`config.mk`:
```
export PLATFORM = sky130hd
export DESIGN_NAME = accum_drain_scheduler
export DESIGN_NICKNAME = d
export VERILOG_FILES = /design/src/rtl/tconv_pkg.sv /design/src/rtl/accum_drain_scheduler_hazard_window.sv /design/src/rtl/accum_drain_scheduler.sv
export SDC_FILE = /design/constraint.sdc
export NUM_CORES = 2
export LEC_CHECK = 0
export ABC_AREA = 1
export CORE_AREA = 2 2 304 306
export CTS_BUF_LIST = sky130_fd_sc_hd__clkbuf_8
export DETAILED_ROUTE_END_ITERATION = 7
export DIE_AREA = 0 0 306 308
export PLACE_DENSITY = 0.74
export SLEW_MARGIN = 10
export SYNTH_ARGS = -nofsm -noshare
export SYNTH_HDL_FRONTEND = slang
export SYNTH_SLANG_ARGS = --single-unit
```
`constraint.sdc`:
```
create_clock -name clk -period 6.7 [get_ports clk]
set_clock_uncertainty 0.2 [all_clocks]
set_input_delay 1.34 -clock clk [delete_from_list [all_inputs] [get_ports clk]]
set_output_delay 1.34 -clock clk [all_outputs]
set_load 0.05 [all_outputs]
```
`src/rtl/tconv_pkg.sv`:
```
// Shared definitions for the transposed-conv accumulation path: output-map field
// layout, accumulation pipeline depth, scheduler states and hazard-history entries.
package tconv_pkg;

  localparam int OMAP_W       = 14;
  localparam int OMAP_SEL_MSB = 13;
  localparam int OMAP_SEL_LSB = 10;
  localparam int OMAP_ADDR_W  = 9;
  localparam int OMAP_SEL_W   = OMAP_SEL_MSB - OMAP_SEL_LSB + 1;

  // A BRAM word is identified by {bram select, address}; bit 9 of an omap entry is spare.
  localparam int TGT_W = OMAP_SEL_W + OMAP_ADDR_W;

  localparam int ACC_PIPE_DEPTH = 6;

  typedef enum logic [1:0] {
    ST_IDLE  = 2'd0,
    ST_ISSUE = 2'd1,
    ST_DRAIN = 2'd2
  } sched_state_e;

  typedef struct packed {
    logic             valid;
    logic [TGT_W-1:0] tgt;
  } hist_entry_t;

endpackage

```
`src/rtl/accum_drain_scheduler_hazard_window.sv`:
```
// History of recently issued BRAM targets with a parallel compare against the
// candidate target; 'hit' means issuing the candidate now would race an in-flight write.
module hazard_window
  import tconv_pkg::*;
#(
  parameter int DEPTH = ACC_PIPE_DEPTH
) (
  input  logic             clk,
  input  logic             rst_n,
  input  logic             push_valid,
  input  logic [TGT_W-1:0] push_tgt,
  input  logic [TGT_W-1:0] probe_tgt,
  output logic             hit
);

  // The write issued DEPTH cycles ago commits on the same edge a new issue is
  // registered, so only the DEPTH-1 younger issues can still conflict.
  localparam int SLOTS = DEPTH - 1;

  hist_entry_t hist_q [SLOTS];
  hist_entry_t hist_d [SLOTS];

  // NOTE: every variable assigned in an always_comb gets a default first, so no path leaves it holding a value (no latch).
  always_comb begin
    hist_d[0].valid = push_valid;
    hist_d[0].tgt   = push_valid ? push_tgt : '0;
    for (int i = 1; i < SLOTS; i++) begin
      hist_d[i] = hist_q[i-1];
    end
  end

  // NOTE: the history is reset like any control state (not left as uninitialised storage): a stale valid entry would create phantom stalls.
  // NOTE: sequential state uses non-blocking assignments so all entries shift from pre-edge values.
  always_ff @(posedge clk or negedge rst_n) begin
    if (!rst_n) begin
      for (int i = 0; i < SLOTS; i++) begin
        hist_q[i] <= '0;
      end
    end else begin
      for (int i = 0; i < SLOTS; i++) begin
        hist_q[i] <= hist_d[i];
      end
    end
  end

  always_comb begin
    hit = 1'b0;
    for (int i = 0; i < SLOTS; i++) begin
      if (hist_q[i].valid && (hist_q[i].tgt == probe_tgt)) begin
        hit = 1'b1;
      end
    end
  end

endmodule

```
`src/rtl/accum_drain_scheduler.sv`:
```
// Captures one systolic partial-sum vector and serialises its mapped columns into
// the accumulation unit, inserting bubbles on read-modify-write target hazards.
module accum_drain_scheduler
  import tconv_pkg::*;
#(
  parameter int DW        = 16,
  parameter int NUM_COLS  = 16,
  parameter int HAZ_DEPTH = ACC_PIPE_DEPTH
) (
  input  logic                       clk,
  input  logic                       rst_n,
  input  logic                       vec_valid,
  output logic                       vec_ready,
  input  logic [NUM_COLS*DW-1:0]     vec_flat,
  input  logic [NUM_COLS-1:0]        cmap,
  input  logic [NUM_COLS*OMAP_W-1:0] omap_flat,
  output logic [DW-1:0]              partial_out,
  output logic [3:0]                 col_id,
  output logic                       partial_valid,
  output logic [NUM_COLS-1:0]        cmap_out,
  output logic [NUM_COLS*OMAP_W-1:0] omap_out,
  output logic                       busy,
  output logic                       done,
  output logic [15:0]                stall_cnt
);

  localparam int CNT_W = $clog2(HAZ_DEPTH + 1);

  sched_state_e              state_q, state_d;
  logic [NUM_COLS-1:0]       pending_q, pending_d;
  logic [CNT_W-1:0]          drain_q, drain_d;
  logic [NUM_COLS*DW-1:0]    vec_q, vec_d;
  logic [NUM_COLS-1:0]       cmap_q, cmap_d;
  logic [NUM_COLS*OMAP_W-1:0] omap_q, omap_d;
  logic [DW-1:0]             out_q, out_d;
  logic [3:0]                col_q, col_d;
  logic                      pv_q, pv_d;
  logic                      done_q, done_d;
  logic [15:0]               stall_q, stall_d;

  logic [3:0]       col_sel;
  logic [TGT_W-1:0] probe_tgt;
  logic             hit;
  logic             issue_fire;
  logic             stall_bump;

  // Lowest pending column goes first; order is never changed around a blocked column.
  always_comb begin
    col_sel = '0;
    for (int i = NUM_COLS - 1; i >= 0; i--) begin
      if (pending_q[i]) col_sel = 4'(i);
    end
  end

  assign probe_tgt  = {omap_q[int'(col_sel)*OMAP_W + OMAP_SEL_LSB +: OMAP_SEL_W],
                       omap_q[int'(col_sel)*OMAP_W +: OMAP_ADDR_W]};
  assign issue_fire = (state_q == ST_ISSUE) && !hit;
  assign stall_bump = (state_q == ST_ISSUE) && hit;

  hazard_window #(
    .DEPTH (HAZ_DEPTH)
  ) u_hazard_window (
    .clk        (clk),
    .rst_n      (rst_n),
    .push_valid (issue_fire),
    .push_tgt   (probe_tgt),
    .probe_tgt  (probe_tgt),
    .hit        (hit)
  );

  always_ff @(posedge clk or negedge rst_n) begin
    if (!rst_n) begin
      state_q   <= ST_IDLE;
      pending_q <= '0;
      drain_q   <= '0;
      vec_q     <= '0;
      cmap_q    <= '0;
      omap_q    <= '0;
      out_q     <= '0;
      col_q     <= '0;
      pv_q      <= 1'b0;
      done_q    <= 1'b0;
      stall_q   <= '0;
    end else begin
      state_q   <= state_d;
      pending_q <= pending_d;
      drain_q   <= drain_d;
      vec_q     <= vec_d;
      cmap_q    <= cmap_d;
      omap_q    <= omap_d;
      out_q     <= out_d;
      col_q     <= col_d;
      pv_q      <= pv_d;
      done_q    <= done_d;
      stall_q   <= stall_d;
    end
  end

  always_comb begin
    state_d   = state_q;
    pending_d = pending_q;
    drain_d   = drain_q;
    vec_d     = vec_q;
    cmap_d    = cmap_q;
    omap_d    = omap_q;
    case (state_q)
      ST_IDLE: begin
        if (vec_valid) begin
          vec_d     = vec_flat;
          cmap_d    = cmap;
          omap_d    = omap_flat;
          pending_d = cmap;
          if (cmap != '0) begin
            state_d = ST_ISSUE;
          end else begin
            // Nothing to write: skip straight to the done pulse.
            state_d = ST_DRAIN;
            drain_d = '0;
          end
        end
      end
      ST_ISSUE: begin
        if (!hit) begin
          pending_d[col_sel] = 1'b0;
          if (pending_d == '0) begin
            state_d = ST_DRAIN;
            drain_d = CNT_W'(HAZ_DEPTH);
          end
        end
      end
      ST_DRAIN: begin
        if (drain_q == '0) begin
          state_d = ST_IDLE;
        end else begin
          drain_d = drain_q - 1'b1;
        end
      end
      default: state_d = ST_IDLE;
    endcase
  end

  always_comb begin
    out_d   = '0;
    col_d   = '0;
    pv_d    = 1'b0;
    done_d  = 1'b0;
    stall_d = stall_q;
    if (issue_fire) begin
      pv_d  = 1'b1;
      col_d = col_sel;
      out_d = vec_q[int'(col_sel)*DW +: DW];
    end
    if (stall_bump && (stall_q != 16'hFFFF)) begin
      stall_d = stall_q + 16'd1;
    end
    if ((state_q == ST_DRAIN) && (drain_q == '0)) begin
      done_d = 1'b1;
    end
  end

  assign vec_ready     = (state_q == ST_IDLE);
  assign busy          = (state_q != ST_IDLE);
  assign partial_out   = out_q;
  assign col_id        = col_q;
  assign partial_valid = pv_q;
  assign done          = done_q;
  assign stall_cnt     = stall_q;
  assign cmap_out      = cmap_q;
  assign omap_out      = omap_q;

endmodule

```
; Yosys cells after proc, flatten, opt, wreduce, memory -nomap -nowiden
; Index checks and enable logic that the tools add are counted.
[totals]
reg_bits = 625
out_inout_bits = 280
wordCells = 111
[op_classes]
n_addsub = 3
n_mul = 1
order_cmp = 2
eq_ne = 14
shift = 3
n_mux = 43
n_bitwise = 2
n_reduce_logical = 22
[ops]
columns = op, count
row1 = $shiftx A256 B9 Y16, 1
row2 = $shiftx A224 B32 Y4, 1
row3 = $shiftx A224 B9 Y9, 1
row4 = $mux W4, 17
row5 = $eq A13 B13 Y1, 5
row6 = $mux W16, 3
row7 = $add A32 B5 Y32 const B, 1
row8 = $pmux W16 S2, 1
row9 = $add A16 B1 Y16 const B, 1
row10 = $and A16 B16 Y16, 1
row11 = $logic_not A16 Y1, 1
row12 = $ne A16 B16 Y1 const B, 1
row13 = $not A16 Y16, 1
row14 = $reduce_bool A16 Y1, 1
row15 = $mux W3, 5
row16 = $mux W13, 1
row17 = $logic_and A1 B1 Y1, 10
row18 = $mux W2, 5
row19 = $ne A2 B2 Y1 const B, 5
row20 = $pmux W3 S3, 1
row21 = $mux W1, 8
row22 = $mul A4 B3 Y7 const B, 1
row23 = $pmux W2 S3, 1
row24 = $reduce_and A6 Y1, 1
row25 = other kinds (15), 16

; Depth between registers and ports, before layout
[logic_depth]
word_depth = 29
mapped_depth = 49
mapped_depth_nobuf = 43

; By module
; A second synthesis with hierarchy kept.
[hier_totals]
hier_cells = 3687
area_unflattened_um2 = 32402.3
[modules_own_cells]
columns = module, instances, cells_each, area_each_um2, seq_area_each_um2
row1 = accum_drain_scheduler, 1, 3320, 29444.5, 13888.3
row2 = hazard_window, 1, 367, 2957.8, 1751.7

; Worst setup path after synthesis
; No wires, ideal clock.
[synth_path]
kind = reg2reg
from = register pending_q[14]
to = register stall_q[12], in the netlist stall_cnt[12]
setup_time_ns = 0.114
t_arrival_ns = 6.274
required_time_ns = 6.386
slack_ns = 0.112
path_stages_with_launch = 43
synth_period_minus_slack_ns = 6.588
cell_sequence = dfrtp_1 inv_1 nand2_1 nand2_1 nand2_1 nand2_1 nand2_1 nand2_1 nand2_1 nand2_1 nand2_1 nand2_1 nand2_1 nand2_1 nand2_2 a21oi_2 clkbuf_1 clkbuf_1 [7 not listed] clkinv_1 nor2_4 nand3_1 nand2_1 inv_2 a21oi_2 nand2_2 nand2_1 nand2_1 nor2_1 nand2_1 nand2_1 nor2_2 nor2_4 buf_4 nand4_1 nand2_1 inv_1
[synth_via]
elab_chain_cells = 27
[synth_rtl]
columns = element, line_no
row1 = from (decl), accum_drain_scheduler.sv:30  ; logic [NUM_COLS-1:0] pending_q, pending_d;
row2 = from (signal assigned), accum_drain_scheduler.sv:86  ; pending_q <= pending_d;
row3 = $mux W4 (*) (15 in series), accum_drain_scheduler.sv:51  ; if (pending_q[i]) col_sel = 4'(i);
row4 = $mul A4 B3 Y7 (*), "accum_drain_scheduler.sv:55, accum_drain_scheduler.sv:56"
row5 = $add A32 B5 Y32, accum_drain_scheduler.sv:55  ; assign probe_tgt = {omap_q[int'(col_sel)*OMAP_W + OMAP_SEL_LSB +: OMAP_SEL_W],
row6 = $shiftx A224 B32 Y4, accum_drain_scheduler.sv:55
row7 = $eq A13 B13 Y1, accum_drain_scheduler_hazard_window.sv:49  ; if (hist_q[i].valid && (hist_q[i].tgt == probe_tgt)) begin
row8 = $logic_and A1 B1 Y1, accum_drain_scheduler_hazard_window.sv:49
row9 = $mux W1 (4 in series), accum_drain_scheduler_hazard_window.sv:49
row10 = $mux W1 (*), accum_drain_scheduler_hazard_window.sv:49
row11 = $logic_and A1 B1 Y1 (*), accum_drain_scheduler.sv:58  ; assign stall_bump = (state_q == ST_ISSUE) && hit;
row12 = $logic_and A1 B1 Y1 (*), accum_drain_scheduler.sv:153  ; if (stall_bump && (stall_q != 16'hFFFF)) begin
row13 = to (signal assigned), accum_drain_scheduler.sv:95  ; stall_q <= stall_d;
row14 = to (decl), accum_drain_scheduler.sv:39  ; logic [15:0] stall_q, stall_d;
; Every way passes the cells marked *; elsewhere a longest branch is shown, timed or not.
; A chain may end at the register's enable or synchronous reset.

==> summary.log <==
INFO  drt            avgViaCountPerCell=5.403
INFO  yosys          synth_sequential_area_ratio=46.49%
INFO  sta            worst_slack=496.9ps
INFO  global_routing grt_antenna_before_repair=27
INFO  cells_and_area final_util=49.24%
INFO  cts            clock_insertion_delay_worst_skew=780ps
INFO  global_routing globalRouteOverflowTotal=0
INFO  cells_and_area num-nets-final=5335
INFO  drt            via_count=32930
INFO  cts            numCtsBuffers=114
INFO  global_routing grt_pass1_wl=209300um
INFO  yosys          postSynthRegisterBits=624
INFO  yosys          synth_cell_types=45
INFO  sta            layout_min_cycle_time=6203ps
INFO  cells_and_area final.fill_count=8687
INFO  flow_run       maxCapViolations=0
INFO  drt            route.final.wire_length=143100um
INFO  floorplan      die_w=306um
INFO  sta            maxClockFrequency=161.2MHz
INFO  floorplan      start_util=36.93%
INFO  sta            slew_headroom=27.96%
INFO  sta            fin_max_slew_vios=0
INFO  yosys          synth_ff_type=dfrtp_1
INFO  yosys          post-synth-top-area-cell=dfrtp_1
INFO  critical_path  required_time_of_the_critical_path=7200ps
INFO  critical_path  worstSetupStartpointType=flip-flop
INFO  yosys          synth-edff-count=0
INFO  yosys          synthesis.area=0.03359mm^2
INFO  floorplan      die_h=308um
INFO  yosys          synthCells=4125
INFO  yosys          synth.top_cells.by_area=dfrtp_1 46%, nand2_1 12%, mux2_2 11%
INFO  critical_path  worst_setup_path_category=reg -> reg
INFO  cts            cts_max_path_buffers=3
INFO  sta            worstMarginPinSlew=1077ps
INFO  critical_path  crit_top_cell=nand2_1
INFO  sta            grt_setup_unrepaired=no
INFO  yosys          synth.yosys.warnings=0
INFO  cts            clock_pin_slew_of_the_registers_on_the_worst_case_setup_and_hold_paths=70ps
INFO  global_routing grt_usage=29.66%
INFO  yosys          synth.top_cell.area_share=46.49%
INFO  yosys          postSynth.asyncResetShare=100.0%
INFO  cts            cts_setup_buffers=0
INFO  drt            wl_per_cell=23.47um
INFO  global_routing grt_pass1_vias=32190
INFO  cts            cts_tree=built
INFO  cts            buffer_cell_driving_the_clock_tree_root=clkbuf_8
INFO  critical_path  cp_slowest_stage_delay=550ps
INFO  yosys          most_used_standard_cell_by_instance_count_after_synthesis=nand2_1
INFO  critical_path  timing.critical_path.slowest_stage_cell=nor4_1
INFO  placement      globalplace.congestion=0.9408
INFO  drt            drt.antenna.violating_nets=0
INFO  cells_and_area layout-area-overhead-vs-synth=33.34%
INFO  sta            final.period_utilization=92.58%
INFO  critical_path  worst_ep_arrival_time=6700ps
INFO  sta            final.setup.tns=0ps
INFO  placement      place.port_buffers=778
INFO  placement      post-dp-hpwl=105600um
INFO  drt            detailedRoute.firstIterationViolations=3588
INFO  cells_and_area drive_gt1_share=12.38%
INFO  yosys          synth.net_count=4647
INFO  critical_path  endpoint_kind=flip-flop
INFO  critical_path  crit_fanout=24
INFO  global_routing grt_start_max_net_pins=153
INFO  placement      dp_slack=545.7ps
INFO  drt            drt_first_pass_iters=7
INFO  floorplan      io-pin-count=779
INFO  placement      dp.cells=5883
INFO  outcome        run_status=completed
INFO  cts            htreeDepth=3
INFO  cells_and_area instances_no_fill=6095
INFO  floorplan      floorplan.core_area=0.09097mm^2
INFO  floorplan      floorplan.die_area=0.09425mm^2
INFO  drt            drc=0
INFO  sta            hold_violations=0
INFO  sta            setup_viol=0
INFO  worst_hold_path hold_class=reg -> reg
INFO  yosys          syn-mean-instance-area=8.143um^2
INFO  yosys          top_cells_by_count_synth=1037 x nand2_1, 624 x dfrtp_1, 507 x nand3_1
INFO  cts            ctsResizeCount=0
INFO  cts            tritoncts_num_sinks=624
INFO  cts            cts.hold.buffers_added=0
INFO  floorplan      placement_rows=111
==> final cells by class <==
| type | count | area (um^2) | area share, % |
|---|---|---|---|
| Multi-Input combinational cell | 2923 | 15730 | 35.12 |
| Sequential cell | 624 | 15620 | 34.86 |
| Timing Repair Buffer | 828 | 8318 | 18.57 |
| Clock buffer | 139 | 1913 | 4.271 |
| Tap cell | 1186 | 1484 | 3.313 |
| Inverter | 322 | 1214 | 2.710 |
| Clock inverter | 59 | 483.0 | 1.078 |
| Antenna cell | 14 | 35.03 | 0.07822 |
==> metal layers <==
| metal | wire length (um) | share of wire [%] | track usage (%) |
|---|---|---|---|
| met5 | 150 | 0.10 | 0 |
| met4 | 6201 | 4.3 | 13.38 |
| met3 | 12500 | 8.7 | 7.339 |
| met2 | 69430 | 49 | 50.18 |
| met1 | 54790 | 38 | 35.66 |
==> worst max-delay path: cells and delay by family (launching register included) <==
kind	cells	cell delay, ps
simple gates	17	3080
buf+inv	6	1050
fa+ha+maj	2	720
compound gates	3	490
flops	1	400
xor+xnor	1	150
==> registers in the layout, summed over array words and instances, names as in the netlist <==
name	count
cmap_out	16
col_id	4
done	1
drain_q	3
omap_out	224
partial_out	16
partial_valid	1
pending_q	16
stall_cnt	16
state_q	2
u_hazard_window.hist_d	55
u_hazard_window.hist_q	14
vec_q	256
==> cells in the final DEF, fill, tap and decap left out, types with 74 or more instances in the layout <==
cell type,count
a21oi_1,224
o21ai_0,153
clkbuf_8,139
nand3_1,505
clkdlybuf4s50_1,777
dfrtp_1,624
nand4_1,74
nand2_1,1034
nor2_1,389
mux2_2,327
inv_1,334
==> cells by family after synthesis <==
group / Yosys count / synth area share (%)
AOI/OAI and AO/OA: 446 / 7.241
xor gates and xnor gates: 17 / 0.4432
adders and majority gates: 23 / 0.9461
buffers and inverters: 578 / 6.891
DFF: 624 / 46.49
muxes: 327 / 10.96
and+or+nand+nor: 2110 / 27.03
==> worst paths after layout <==
kind,from,endpoint,slack [ps],cells past startpoint
max,pending_q[3],u_hazard_window.hist_d[44],500,29
max reg2reg,pending_q[3],u_hazard_window.hist_d[44],500,29
max in group asynchronous,rst_n,omap_out[149],4480,2
min reg2reg,u_hazard_window.hist_d[8],u_hazard_window.hist_q[8],180,0
min in group asynchronous,rst_n,vec_q[191],440,1
min,u_hazard_window.hist_d[8],u_hazard_window.hist_q[8],180,0
==> through the flow <==
| stage | cell area, um^2 | hold WS (ps) |
|---|---|---|
| finish | 44790 | 180.9 |
| global route | 44780 | 193.3 |
| CTS | 44760 | 169.1 |
| detailed placement | 42360 | 170.2 |
| global placement | 42360 | 165.6 |
| floorplan | 33590 | 153.7 |
Power is left out: the tool's default activity adds up to more than one toggle a clock period on the data nets, which glitch-free logic cannot reach.
